[config.mk]
export PLATFORM = sky130hd
export DESIGN_NAME = approx_adder_pipe
export DESIGN_NICKNAME = d
export VERILOG_FILES = /design/src/rtl/approx_adder_pkg.sv /design/src/rtl/approx_add_core.sv /design/src/rtl/approx_adder_pipe.sv
export SDC_FILE = /design/constraint.sdc
export NUM_CORES = 1
export LEC_CHECK = 0
export CORE_MARGIN = 1.5
export CORE_UTILIZATION = 50
export DETAILED_ROUTE_END_ITERATION = 7
export PLACE_DENSITY = 0.81
export SLEW_MARGIN = 20
export SYNTH_ARGS = -nofsm -noshare
export SYNTH_HDL_FRONTEND = slang
export SYNTH_SLANG_ARGS = --single-unit
export TNS_END_PERCENT = 10
[constraint.sdc]
create_clock -name clk -period 2.55 [get_ports clk]
set_clock_uncertainty 0.05 [all_clocks]
set_input_delay 0.51 -clock clk [delete_from_list [all_inputs] [get_ports clk]]
set_output_delay 0.51 -clock clk [all_outputs]
set_load 0.05 [all_outputs]
[src/rtl/approx_adder_pkg.sv]
// approx_adder_pkg: shared widths, types and the lower-part-OR approximate add function
package approx_adder_pkg;
  localparam int OP_W = 12;
  localparam int SUM_W = OP_W + 1;
  localparam int MAX_W = 64;
  typedef logic [OP_W-1:0] operand_t;
  typedef logic [SUM_W-1:0] sum_t;
  typedef logic [MAX_W:0] wide_t;
  // Low l bits are OR-ed; bit l-1 of both operands predicts the carry into the exact upper part.
  function automatic wide_t lor_add(input wide_t a, input wide_t b, input int l);
    wide_t m, c;
    m = (wide_t'(1) << l) - wide_t'(1);
    c = (l > 0) ? (((a & b) >> (l - 1)) & wide_t'(1)) : '0;
    return (((a >> l) + (b >> l) + c) << l) | ((a | b) & m);
  endfunction
endpackage

[src/rtl/approx_add_core.sv]
// approx_add_core: stage-0 exact / lower-part-OR sum select, plus the shadow exact sum
module approx_add_core import approx_adder_pkg::*; #(
  parameter int WIDTH = OP_W,
  parameter int APPROX_LSB = 4
) (
  input  logic [WIDTH-1:0] i_a,
  input  logic [WIDTH-1:0] i_b,
  input  logic             i_approx,
  output logic [WIDTH:0]   o_sum,
  output logic [WIDTH:0]   o_exact
);
  logic [MAX_W-WIDTH-1:0] w_unused_hi;
  logic [WIDTH:0] w_lor;
  // operands are zero-extended, so only the low WIDTH+1 bits of the wide result carry information
  always_comb begin
    {w_unused_hi, w_lor} = lor_add(wide_t'(i_a), wide_t'(i_b), APPROX_LSB);
    o_exact = {1'b0, i_a} + {1'b0, i_b};
    o_sum = i_approx ? w_lor : o_exact;
  end
endmodule

[src/rtl/approx_adder_pipe.sv]
// approx_adder_pipe: elastic pipelined approximate adder; APPROX_ADDER_ERR_MON_EN adds an error monitor
module approx_adder_pipe import approx_adder_pkg::*; #(
  parameter int WIDTH = OP_W,
  parameter int APPROX_LSB = 4,
  parameter int STAGES = 2
`ifdef APPROX_ADDER_ERR_MON_EN
  , parameter int ERR_W = 16
`endif
) (
  input  logic             clk,
  input  logic             rst_n,
  input  logic             in_valid,
  output logic             in_ready,
  input  logic [WIDTH-1:0] in_a,
  input  logic [WIDTH-1:0] in_b,
  input  logic             in_approx,
  output logic             out_valid,
  input  logic             out_ready,
  output logic [WIDTH:0]   out_sum,
  output logic             out_approx,
  output logic             busy
`ifdef APPROX_ADDER_ERR_MON_EN
  ,
  input  logic             err_clr,
  output logic [ERR_W-1:0] err_cnt,
  output logic [WIDTH:0]   err_max
`endif
);
  localparam int SW = WIDTH + 1;
  logic [SW-1:0] w_sum0, w_ex0;
  logic [STAGES-1:0] w_v, w_tag;
  logic [SW-1:0] w_sum [STAGES];
  logic [STAGES:0] w_adv;

  approx_add_core #(.WIDTH(WIDTH), .APPROX_LSB(APPROX_LSB)) u_core (
    .i_a(in_a),
    .i_b(in_b),
    .i_approx(in_approx),
    .o_sum(w_sum0),
    .o_exact(w_ex0)
  );

  // back-propagated advance: a slice may load when it is empty or its successor moves on
  always_comb begin
    w_adv[STAGES] = out_ready;
    for (int k = STAGES - 1; k >= 0; k--) w_adv[k] = !w_v[k] | w_adv[k+1];
  end

`ifdef APPROX_ADDER_ERR_MON_EN
  logic [SW-1:0] w_ex [STAGES];
`else
  logic [SW-1:0] w_unused_ex;
  assign w_unused_ex = w_ex0;
`endif

  for (genvar i = 0; i < STAGES; i++) begin : g_st
    logic r_v, r_tag;
    logic [SW-1:0] r_sum;
    logic w_vi, w_ti;
    logic [SW-1:0] w_si;
    if (i == 0) begin : g_in
      assign w_vi = in_valid;
      assign w_ti = in_approx;
      assign w_si = w_sum0;
    end else begin : g_in
      assign w_vi = w_v[i-1];
      assign w_ti = w_tag[i-1];
      assign w_si = w_sum[i-1];
    end
    // elastic slice: take the upstream item on advance, otherwise hold data stable
    always_ff @(posedge clk or negedge rst_n) begin
      if (!rst_n) begin
        r_v <= 1'b0;
        r_tag <= 1'b0;
        r_sum <= '0;
      end else if (w_adv[i]) begin
        r_v <= w_vi;
        if (w_vi) begin
          r_tag <= w_ti;
          r_sum <= w_si;
        end
      end
    end
    assign w_v[i] = r_v;
    assign w_tag[i] = r_tag;
    assign w_sum[i] = r_sum;
`ifdef APPROX_ADDER_ERR_MON_EN
    logic [SW-1:0] r_ex, w_ei;
    if (i == 0) begin : g_ex
      assign w_ei = w_ex0;
    end else begin : g_ex
      assign w_ei = w_ex[i-1];
    end
    // shadow exact sum travels with its transaction under the same advance rule
    always_ff @(posedge clk or negedge rst_n) begin
      if (!rst_n) r_ex <= '0;
      else if (w_adv[i] && w_vi) r_ex <= w_ei;
    end
    assign w_ex[i] = r_ex;
`endif
  end

  assign in_ready = w_adv[0];
  assign out_valid = w_v[STAGES-1];
  assign out_sum = w_sum[STAGES-1];
  assign out_approx = w_tag[STAGES-1];
  assign busy = |w_v;

`ifdef APPROX_ADDER_ERR_MON_EN
  logic [ERR_W-1:0] r_err_cnt;
  logic [SW-1:0] r_err_max, w_diff, w_ex_out;
  logic w_err;
  assign w_ex_out = w_ex[STAGES-1];
  assign w_err = out_valid & out_ready & out_approx & (out_sum != w_ex_out);
  assign w_diff = (out_sum > w_ex_out) ? out_sum - w_ex_out : w_ex_out - out_sum;
  // error statistics; a clear wins over a coincident error event
  always_ff @(posedge clk or negedge rst_n) begin
    if (!rst_n) begin
      r_err_cnt <= '0;
      r_err_max <= '0;
    end else if (err_clr) begin
      r_err_cnt <= '0;
      r_err_max <= '0;
    end else if (w_err) begin
      r_err_cnt <= (&r_err_cnt) ? r_err_cnt : r_err_cnt + 1'b1;
      r_err_max <= (w_diff > r_err_max) ? w_diff : r_err_max;
    end
  end
  assign err_cnt = r_err_cnt;
  assign err_max = r_err_max;
`endif
endmodule

==> Word-level counts from Yosys, hierarchy flattened <==
Index checks and enable logic that the tools add are counted.
{ "classes": {"n_addsub": 3, "multipliers": 0, "div_mod_pow": 0, "n_lt_le_gt_ge": 0, "n_eq_ne": 0, "shifts": 0, "n_mux": 1, "n_bitwise": 5, "reduce_logical": 5} }
{ "ops": {"columns": ["cell", "n"], "rows": [
  ["adder 12 x 12 -> 13 bit", 1],
  ["two-way mux 13 bit", 1],
  ["bitwise OR 13 x 4 -> 13 bit", 1],
  ["adder 8 x 8 -> 9 bit", 1],
  ["adder 9 x 1 -> 9 bit", 1],
  ["AND 4 bit", 1],
  ["bitwise OR 4 bit", 1],
  ["AND reduction 2 bit", 2],
  ["logical NOT 1 bit", 2],
  ["bitwise OR 1 bit", 2],
  ["OR reduction 2 bit", 1]
]} }
{ "word_totals": {"register_bits": 30, "latch_bits": 0, "ramBits": 0, "romBits": 0, "inputBits": 29, "out_inout_bits": 17, "elab_cells": 20, "memories": 0} }

==> Logic depth before layout (Yosys ltp) <==
Gate-level depths: netlist of run 1.
{ "depth": {"ltp_word": 4, "depth_mapped": 8, "mapped_depth_nobuf": 8} }

==> Cells and area by module <==
From an unflattened synthesis of run 1, not the netlist that was laid out.
{ "unflattened": {"cells_unflattened": 201, "area_unflattened_um2": 2202.1} }
{ "modules_own_cells": {"columns": ["module", "n_inst", "cells_each", "area_per_inst_um2"], "rows": [
  ["approx_adder_pipe", 1, 67, 1203.7],
  ["approx_add_core", 1, 134, 998.5]
]} }

==> Least setup slack after synthesis of run 1 <==
No wires, ideal clock.
{ "synth_path": {"path_kind": "input to register", "from": "input port in_a[3]", "to": "register g_st[0].r_sum[8]", "arrival_ps": 2411, "t_required_ps": 2375, "slack_ps": -36, "cell_stages": 8, "path_buffers": 0, "cell_sequence": "ha_1 fa_1 fa_1 a31o_2 a21o_1 a41oi_1 xnor2_1 mux2_2"} }
{ "synth_via": {"elab_chain_cells": 4} }
{ "synth_rtl": {"columns": ["element", "line_no", "rtl"], "rows": [
  ["start, declared", "approx_adder_pipe.sv:14", "input logic [WIDTH-1:0] in_a,"],
  ["AND 4 bit", "approx_adder_pkg.sv:13", "c = (l > 0) ? (((a & b) >> (l - 1)) & wide_t'(1)) : '0;"],
  ["adder 9 x 1 -> 9 bit", "approx_adder_pkg.sv:14", "return (((a >> l) + (b >> l) + c) << l) | ((a | b) & m);"],
  ["bitwise OR 13 x 4 -> 13 bit", "approx_adder_pkg.sv:14", null],
  ["two-way mux 13 bit (*)", "approx_add_core.sv:18", "o_sum = i_approx ? w_lor : o_exact;"],
  ["end signal, assigned", "approx_adder_pipe.sv:80", "r_sum <= w_si;"],
  ["end, declared", "approx_adder_pipe.sv:58", "logic [SW-1:0] r_sum;"]
]} }
Every way passes the cells marked *; elsewhere a longest branch is shown, timed or not.
A chain may end at the register's enable or synchronous reset.

==> Worst setup path after layout of run 1 <==
{ "layout_path": {"from": "input port in_a[3]", "to": "register g_st[0].r_sum[11]"} }
Same word-level chain as after synthesis.

==> results of run 1 <==
==> metal layers <==
layer	vias to the layer above	wire length, µm	part of all wire (%)	global-route usage [%]
li1	750	-	-	-
met1	713	1590	42	23.2
met2	50	1890	50	38.8
met3	12	152	4.0	3.04
met4	0	127	3.4	11.7
met5	-	0	0	0
==> through the flow <==
stage	hold slack [ps]	utilization (%)
floorplan	164	-
global placement	413	72.7
detailed placement	421	72.7
CTS	443	76.9
global route	461	77.3
finish	440	77.3
==> what timing repair did <==
item / CTS / global route
pin swaps: 6 / 4
setup endpoints to repair: 5 / 4
buffers inserted: 1 / 0
gates resized for setup: 9 / 3
==> sequential cells by signal (all words and copies together), names as in the netlist <==
register    flops
g_st.r_tag      1
out_sum        13
out_approx      1
out_valid       1
g_st.r_v        1
g_st.r_sum     13
==> cell families after synthesis <==
family                     count (synthesis)  share of synthesized area [%]
AOI/OAI and AO/OA                         40                           13.7
muxes                                     23                           13.8
xor gates and xnor gates                   9                           4.31
buffers and inverters                     15                           3.08
adders and majority gates                 19                           14.2
DFF                                       30                           41.1
and+or+nand+nor                           34                           9.73
==> worst max-delay path, stage by stage <==
cell and delay [ps]:
dlygate4sd2_1 250, ha_2 210, fa_2 410, buf_4 150, a31oi_2 190, o21ai_2 120
a221o_1 330, o31a_1 310, o31ai_1 210
==> worst max path at each step <==
stage | start | to | slack, ps
after global placement | in_a[3] | g_st[0].r_sum[12] | -480
after floorplan | in_a[3] | g_st[0].r_sum[8] | 20
after CTS | in_a[4] | g_st[0].r_sum[11] | 5
after detailed placement | in_a[3] | g_st[0].r_sum[12] | -550
final | in_a[3] | g_st[0].r_sum[11] | 50
after global routing | in_a[3] | g_st[0].r_sum[12] | 1
==> power by group through the flow <==
stage	logic (mW)	clock network, mW	registers [mW]
floorplan	0.245	0	0.920
global placement	0.790	0	0.664
detailed placement	0.814	0	0.671
CTS	0.828	0.500	0.661
global route	0.880	0.521	0.677
finish	0.825	0.493	0.659
==> cells in the mapped netlist (2+ instances only) <==
cell       n  share of area [%]
buf_1      2               0.41
nand2_1   17                3.5
or2_2      2               0.68
fa_1       3                3.3
clkbuf_1   2               0.41
xor2_1     5                2.4
mux2i_1    5                2.7
o21ai_0    2               0.55
nand2b_1   4                1.4
mux2_1    15                9.2
dfrtp_1   30                 41
a31oi_1    4                1.4
ha_1      16                 11
a21o_1     4                1.6
inv_1     11                2.3
and2_1     2               0.68
a21oi_1    7                1.9
nand4_1    2               0.68
o21ai_1   13                3.6
xnor2_1    4                1.9
mux2_2     3                1.8
==> area by class of cell <==
| cell class | count | area (µm²) |
|---|---|---|
| multi-input cells | 125 | 1060 |
| fillers | 246 | 776 |
| flip-flops and latches | 30 | 751 |
| repair buffers | 66 | 618 |
| clock inverters | 2 | 60.1 |
| well taps | 46 | 57.6 |
| clock buffers | 6 | 51.3 |
| inverters | 11 | 41.3 |
==> qor.csv, run 1 <==
metric,value,unit
status,"finished, final reports clean",
slew_viol_final,0,
hp-class,register to register,
critPathMaxFanout,2,
final_common_cell,clkdlybuf4s50_1,
worst_setup_path_end_kind,register,
synthFlopType,dfrtp_1,
globalRouteOverflowTotal,0,
antenna_left,0,
routedWlPerCell,13.2,µm
async_flop_share,100,%
globalplace.congestion,0.899,
area_growth,44.5,%
placed_cell_area,2480,µm²
synthCells,170,
combPwrFrac,41.7,%
drive_above_1_share,18.8,%
clk_latency,320,ps
synth_edf_count,0,
max_cap_viol_count,0,
yosysSeqAreaShare,41.1,%
drc,0,
crit_type,primary input to register,
cts.path.max_buffers,2,
drtPass1Iterations,4,
grt_setup_unrepaired,no,
hold_path_depth,2,
setup_tns,0,ps
nets,287,
ys_ff_latch,30,
track_usage,21.2,%
die_height,63.4,µm
stdcell_count,286,
power_leakage,1.23,nW
vias,1525,
cts_root_buffer,clkbuf_4,
dp_slack,-553,ps
r2r_setup_slack,1060,ps
drtIter0Drc,64,
io_buffers,45,
core_area,3420,µm²
core.rowCount,21,
grt_pass1_wl,6.73,mm
start_util,53.5,%
period_needed,2500,ps
clockPowerShare,24.9,%
setup_viol,0,
cp.required,2740,ps
fin_ws,53.6,ps
worstMarginPinSlew,583,ps
dp_hpwl,3.00,mm
antenna_found_initial,0,
clock_sinks,30,
fmax,401,MHz
synth_cell_type_count,38,
antenna_cells,0,
ctsHoldBuffers,0,
postSynthAreaPerCell,10.7,µm²
p_seq_share,33.3,%
mostFrequentLayoutCells,"clkdlybuf4s50_1 (41), dfrtp_1 (30), buf_4 (21)",
hold_end,g_st[0].r_sum[11],
grt_pass1_vias,1652,
cts_made_buffers,5,
finish.instance_area,2640,µm²
p_sw_share,35.8,%
hold_viol_final,0,
max_slew_margin,61.0,%
cts_max_level,2,
syn_area,1830,µm²
p_total,1.98,mW
hold_start,g_st[0].r_sum[11],
powerDensity,749,nW/µm²
r2r_end,g_st[0].r_sum[3],
reg2reg_depth,5,
routed_via_density,5.33,
io_pins,46,
syn_nets,218,
yosys_warnings,0,
ir_drop,0.000288,V
crit_path_start_kind,primary input,
die_w,63.4,µm
intPower,1.27,mW
rr_startpoint,out_valid,
totalWireLength,3.76,mm
dp.cells,277,
post-route-period-util,97.9,%
cts.clk_slew.worst_paths,90,ps
switching_power,709,µW
grt_max_degree,31,
worstPathArrival,2690,ps
dieArea,4030,µm²
cts_tree,done,
(Power assumes the default switching activity.)
==> run 2: changes to the inputs <==
--- a/config.mk
+++ b/config.mk
@@ -5,6 +5,7 @@
 export SDC_FILE = /design/constraint.sdc
 export NUM_CORES = 1
 export LEC_CHECK = 0
+export CORE_ASPECT_RATIO = 2
 export CORE_MARGIN = 1.5
 export CORE_UTILIZATION = 50
 export DETAILED_ROUTE_END_ITERATION = 7
==> run 2 against run 1 <==
  * Power is 6.6% higher
  * Register-to-register slack hardly changed
  * Via count is 5.2% higher
  * Maximum frequency is 2.2% higher
  * Count of clock-buffer cells in the layout stayed put
  * Global-route usage is 3.8 points higher
  * Sequential power is 0.9% higher
  * Critical endpoint is now g_st[0].r_sum[8]
  * Largest cell class unchanged
==> qor.csv, run 2 (same netlist as run 1, synthesis figures left out) <==
metric,value,unit,change
p_total,2.11,mW,was 1.98 mW
hold_end,out_approx,,was g_st[0].r_sum[11]
routed_via_density,5.51,,was 5.33
cts.clk_slew.worst_paths,60,ps,was 90 ps
cts_made_buffers,5,,unchanged
io_pins,46,,unchanged
clk_latency,280,ps,was 320 ps
ctsHoldBuffers,0,,unchanged
slew_viol_final,0,,unchanged
globalplace.congestion,0.853,,was 0.899
grt_setup_unrepaired,no,,unchanged
path_cells,"clkdlybuf4s15_1, ha_2, fa_2, fa_2, a31o_2, a21o_1, a41oi_2, xnor2_1, mux2_2",,"was dlygate4sd2_1, ha_2, fa_2, buf_4, a31oi_2, o21ai_2, a221o_1, o31a_1, o31ai_1"
max_cap_viol_count,0,,unchanged
grt_pass1_vias,1718,,was 1652
power_leakage,1.27,nW,was 1.23 nW
antenna_cells,0,,unchanged
dp.cells,280,,was 277
dieArea,4050,µm²,was 4030 µm²
critPathMaxFanout,3,,was 2
hold_path_depth,1,,was 2
status,"finished, final reports clean",,unchanged
cts_max_level,2,,unchanged
totalWireLength,4.40,mm,was 3.76 mm
hp-class,register to register,,unchanged
clock_sinks,30,,unchanged
ir_drop,0.000385,V,was 0.000288 V
grt_max_degree,31,,unchanged
cts_tree,done,,unchanged
crit_buf_inv,1,,was 2
core_area,3450,µm²,was 3420 µm²
core.rowCount,30,,was 21
antenna_found_initial,0,,unchanged
crit_type,primary input to register,,unchanged
cp_num_cells,9,,unchanged
setup_tns,0,ps,unchanged
reg2reg_depth,3,,was 5
rr_startpoint,out_valid,,unchanged
io_buffers,45,,unchanged
drive_above_1_share,21.0,%,was 18.8%
track_usage,24.9,%,was 21.2%
drtIter0Drc,24,,was 64
path_delay_family,adder cells,,was compound AO/OA/AOI/OAI gates
worstMarginPinSlew,580,ps,was 583 ps
start_util,52.9,%,was 53.5%
area_growth,48.6,%,was 44.5%
critPathMostFrequentCell,fa_2,,
vias,1604,,was 1525
dp_hpwl,3.39,mm,was 3.00 mm
r2r_end,out_sum[12],,was g_st[0].r_sum[3]
routedWlPerCell,15.1,µm,was 13.2 µm
hold_start,g_st[0].r_tag,,was g_st[0].r_sum[11]
setup_viol,0,,unchanged
cts.path.max_buffers,2,,unchanged
fmax,409,MHz,was 401 MHz
grt_pass1_wl,7.32,mm,was 6.73 mm
die_w,45.7,µm,was 63.4 µm
mostFrequentLayoutCells,"clkdlybuf4s50_1 (38), dfrtp_1 (30), buf_4 (24)",,"was clkdlybuf4s50_1 (41), dfrtp_1 (30), buf_4 (21)"
hold_viol_final,0,,unchanged
worst_setup_path_end_kind,register,,unchanged
stdcell_count,291,,was 286
cts_root_buffer,clkbuf_8,,was clkbuf_4
final_common_cell,clkdlybuf4s50_1,,unchanged
drtPass1Iterations,4,,unchanged
slowest_stage,fa_2,,unchanged
post-route-period-util,95.8,%,was 97.9%
r2r_setup_slack,1050,ps,was 1060 ps
crit_path_start_kind,primary input,,unchanged
max_stage_delay,380,ps,was 410 ps
nets,290,,was 287
powerDensity,777,nW/µm²,was 749 nW/µm²
die_height,88.5,µm,was 63.4 µm
drc,0,,unchanged
worstPathArrival,2560,ps,was 2690 ps
antenna_left,0,,unchanged
cp.required,2670,ps,was 2740 ps
period_needed,2440,ps,was 2500 ps
globalRouteOverflowTotal,0,,unchanged
max_slew_margin,61.2,%,was 61.0%
==> run 2: cell count changes in the layout (fill, tap and decap cells not counted), sizes merged <==
| cell | previous run | this run |
|---|---|---|
| clkdlybuf4s50 | 41 | 38 |
| clkdlybuf4s15 | 0 | 2 |
| dlymetal6s2s | 1 | 2 |
| buf | 22 | 25 |
==> run 2: where the power goes <==
group / total (mW) / switching, mW / internal (mW) / leakage [nW]
clock network: 0.598 / 0.182 / 0.417 / 0.0714
registers: 0.665 / 0.0666 / 0.598 / 0.359
logic: 0.846 / 0.500 / 0.346 / 0.840
==> run 2: timing repair <==
action	4_1_cts	5_1_grt
resized for setup	13	8
endpoints found under the setup margin	5	4
endpoints found under the hold margin	0	0
buffers inserted	2	1
pin swaps	9	9
==> run 2: stage by stage <==
stage	utilization, %	hold slack (ps)	setup slack (ps)	instance area (µm²)
4_1_cts	77.6	444	0.605	2680
6_report	78.6	440	107	2720
5_1_grt	78.6	463	19.4	2720
3_3_place_gp	72.2	411	-501	2490
2_1_floorplan	-	164	22.6	1830
3_5_place_dp	72.2	418	-553	2490
==> run 2: metal layers <==
layer	up-vias	part of all wire (%)	track usage, %
met1	786	33	21.7
met2	48	59	47.6
met3	22	2.9	3.67
met5	-	0	0
met4	0	5.2	16.9
li1	748	-	-
==> run 2: worst reg2reg max path: stages, from the launching register on <==
cell and delay [ps]:
dfrtp_1 400, nand2b_1 110, nand2_1 360, mux2_1 470
==> run 2: area by class of cell <==
class                           instances  area [µm²]
Clock buffer                            6        82.6
Inverter                               11        41.3
Fill cell                             245         738
Tap cell                               48        60.1
Sequential cell                        30         751
Multi-Input combinational cell        125        1080
Timing Repair Buffer                   69         643
Clock inverter                          2        60.1
==> run 2: how the worst max path moves through the flow <==
stage	startpoint	end	slack, ps
5_1_grt	in_a[1]	g_st[0].r_sum[11]	20
3_3_place_gp	in_a[3]	g_st[0].r_sum[12]	-500
6_report	in_b[3]	g_st[0].r_sum[8]	110
4_1_cts	in_a[3]	g_st[0].r_sum[12]	0.6
3_5_place_dp	in_a[3]	g_st[0].r_sum[12]	-550
2_1_floorplan	in_a[3]	g_st[0].r_sum[8]	20
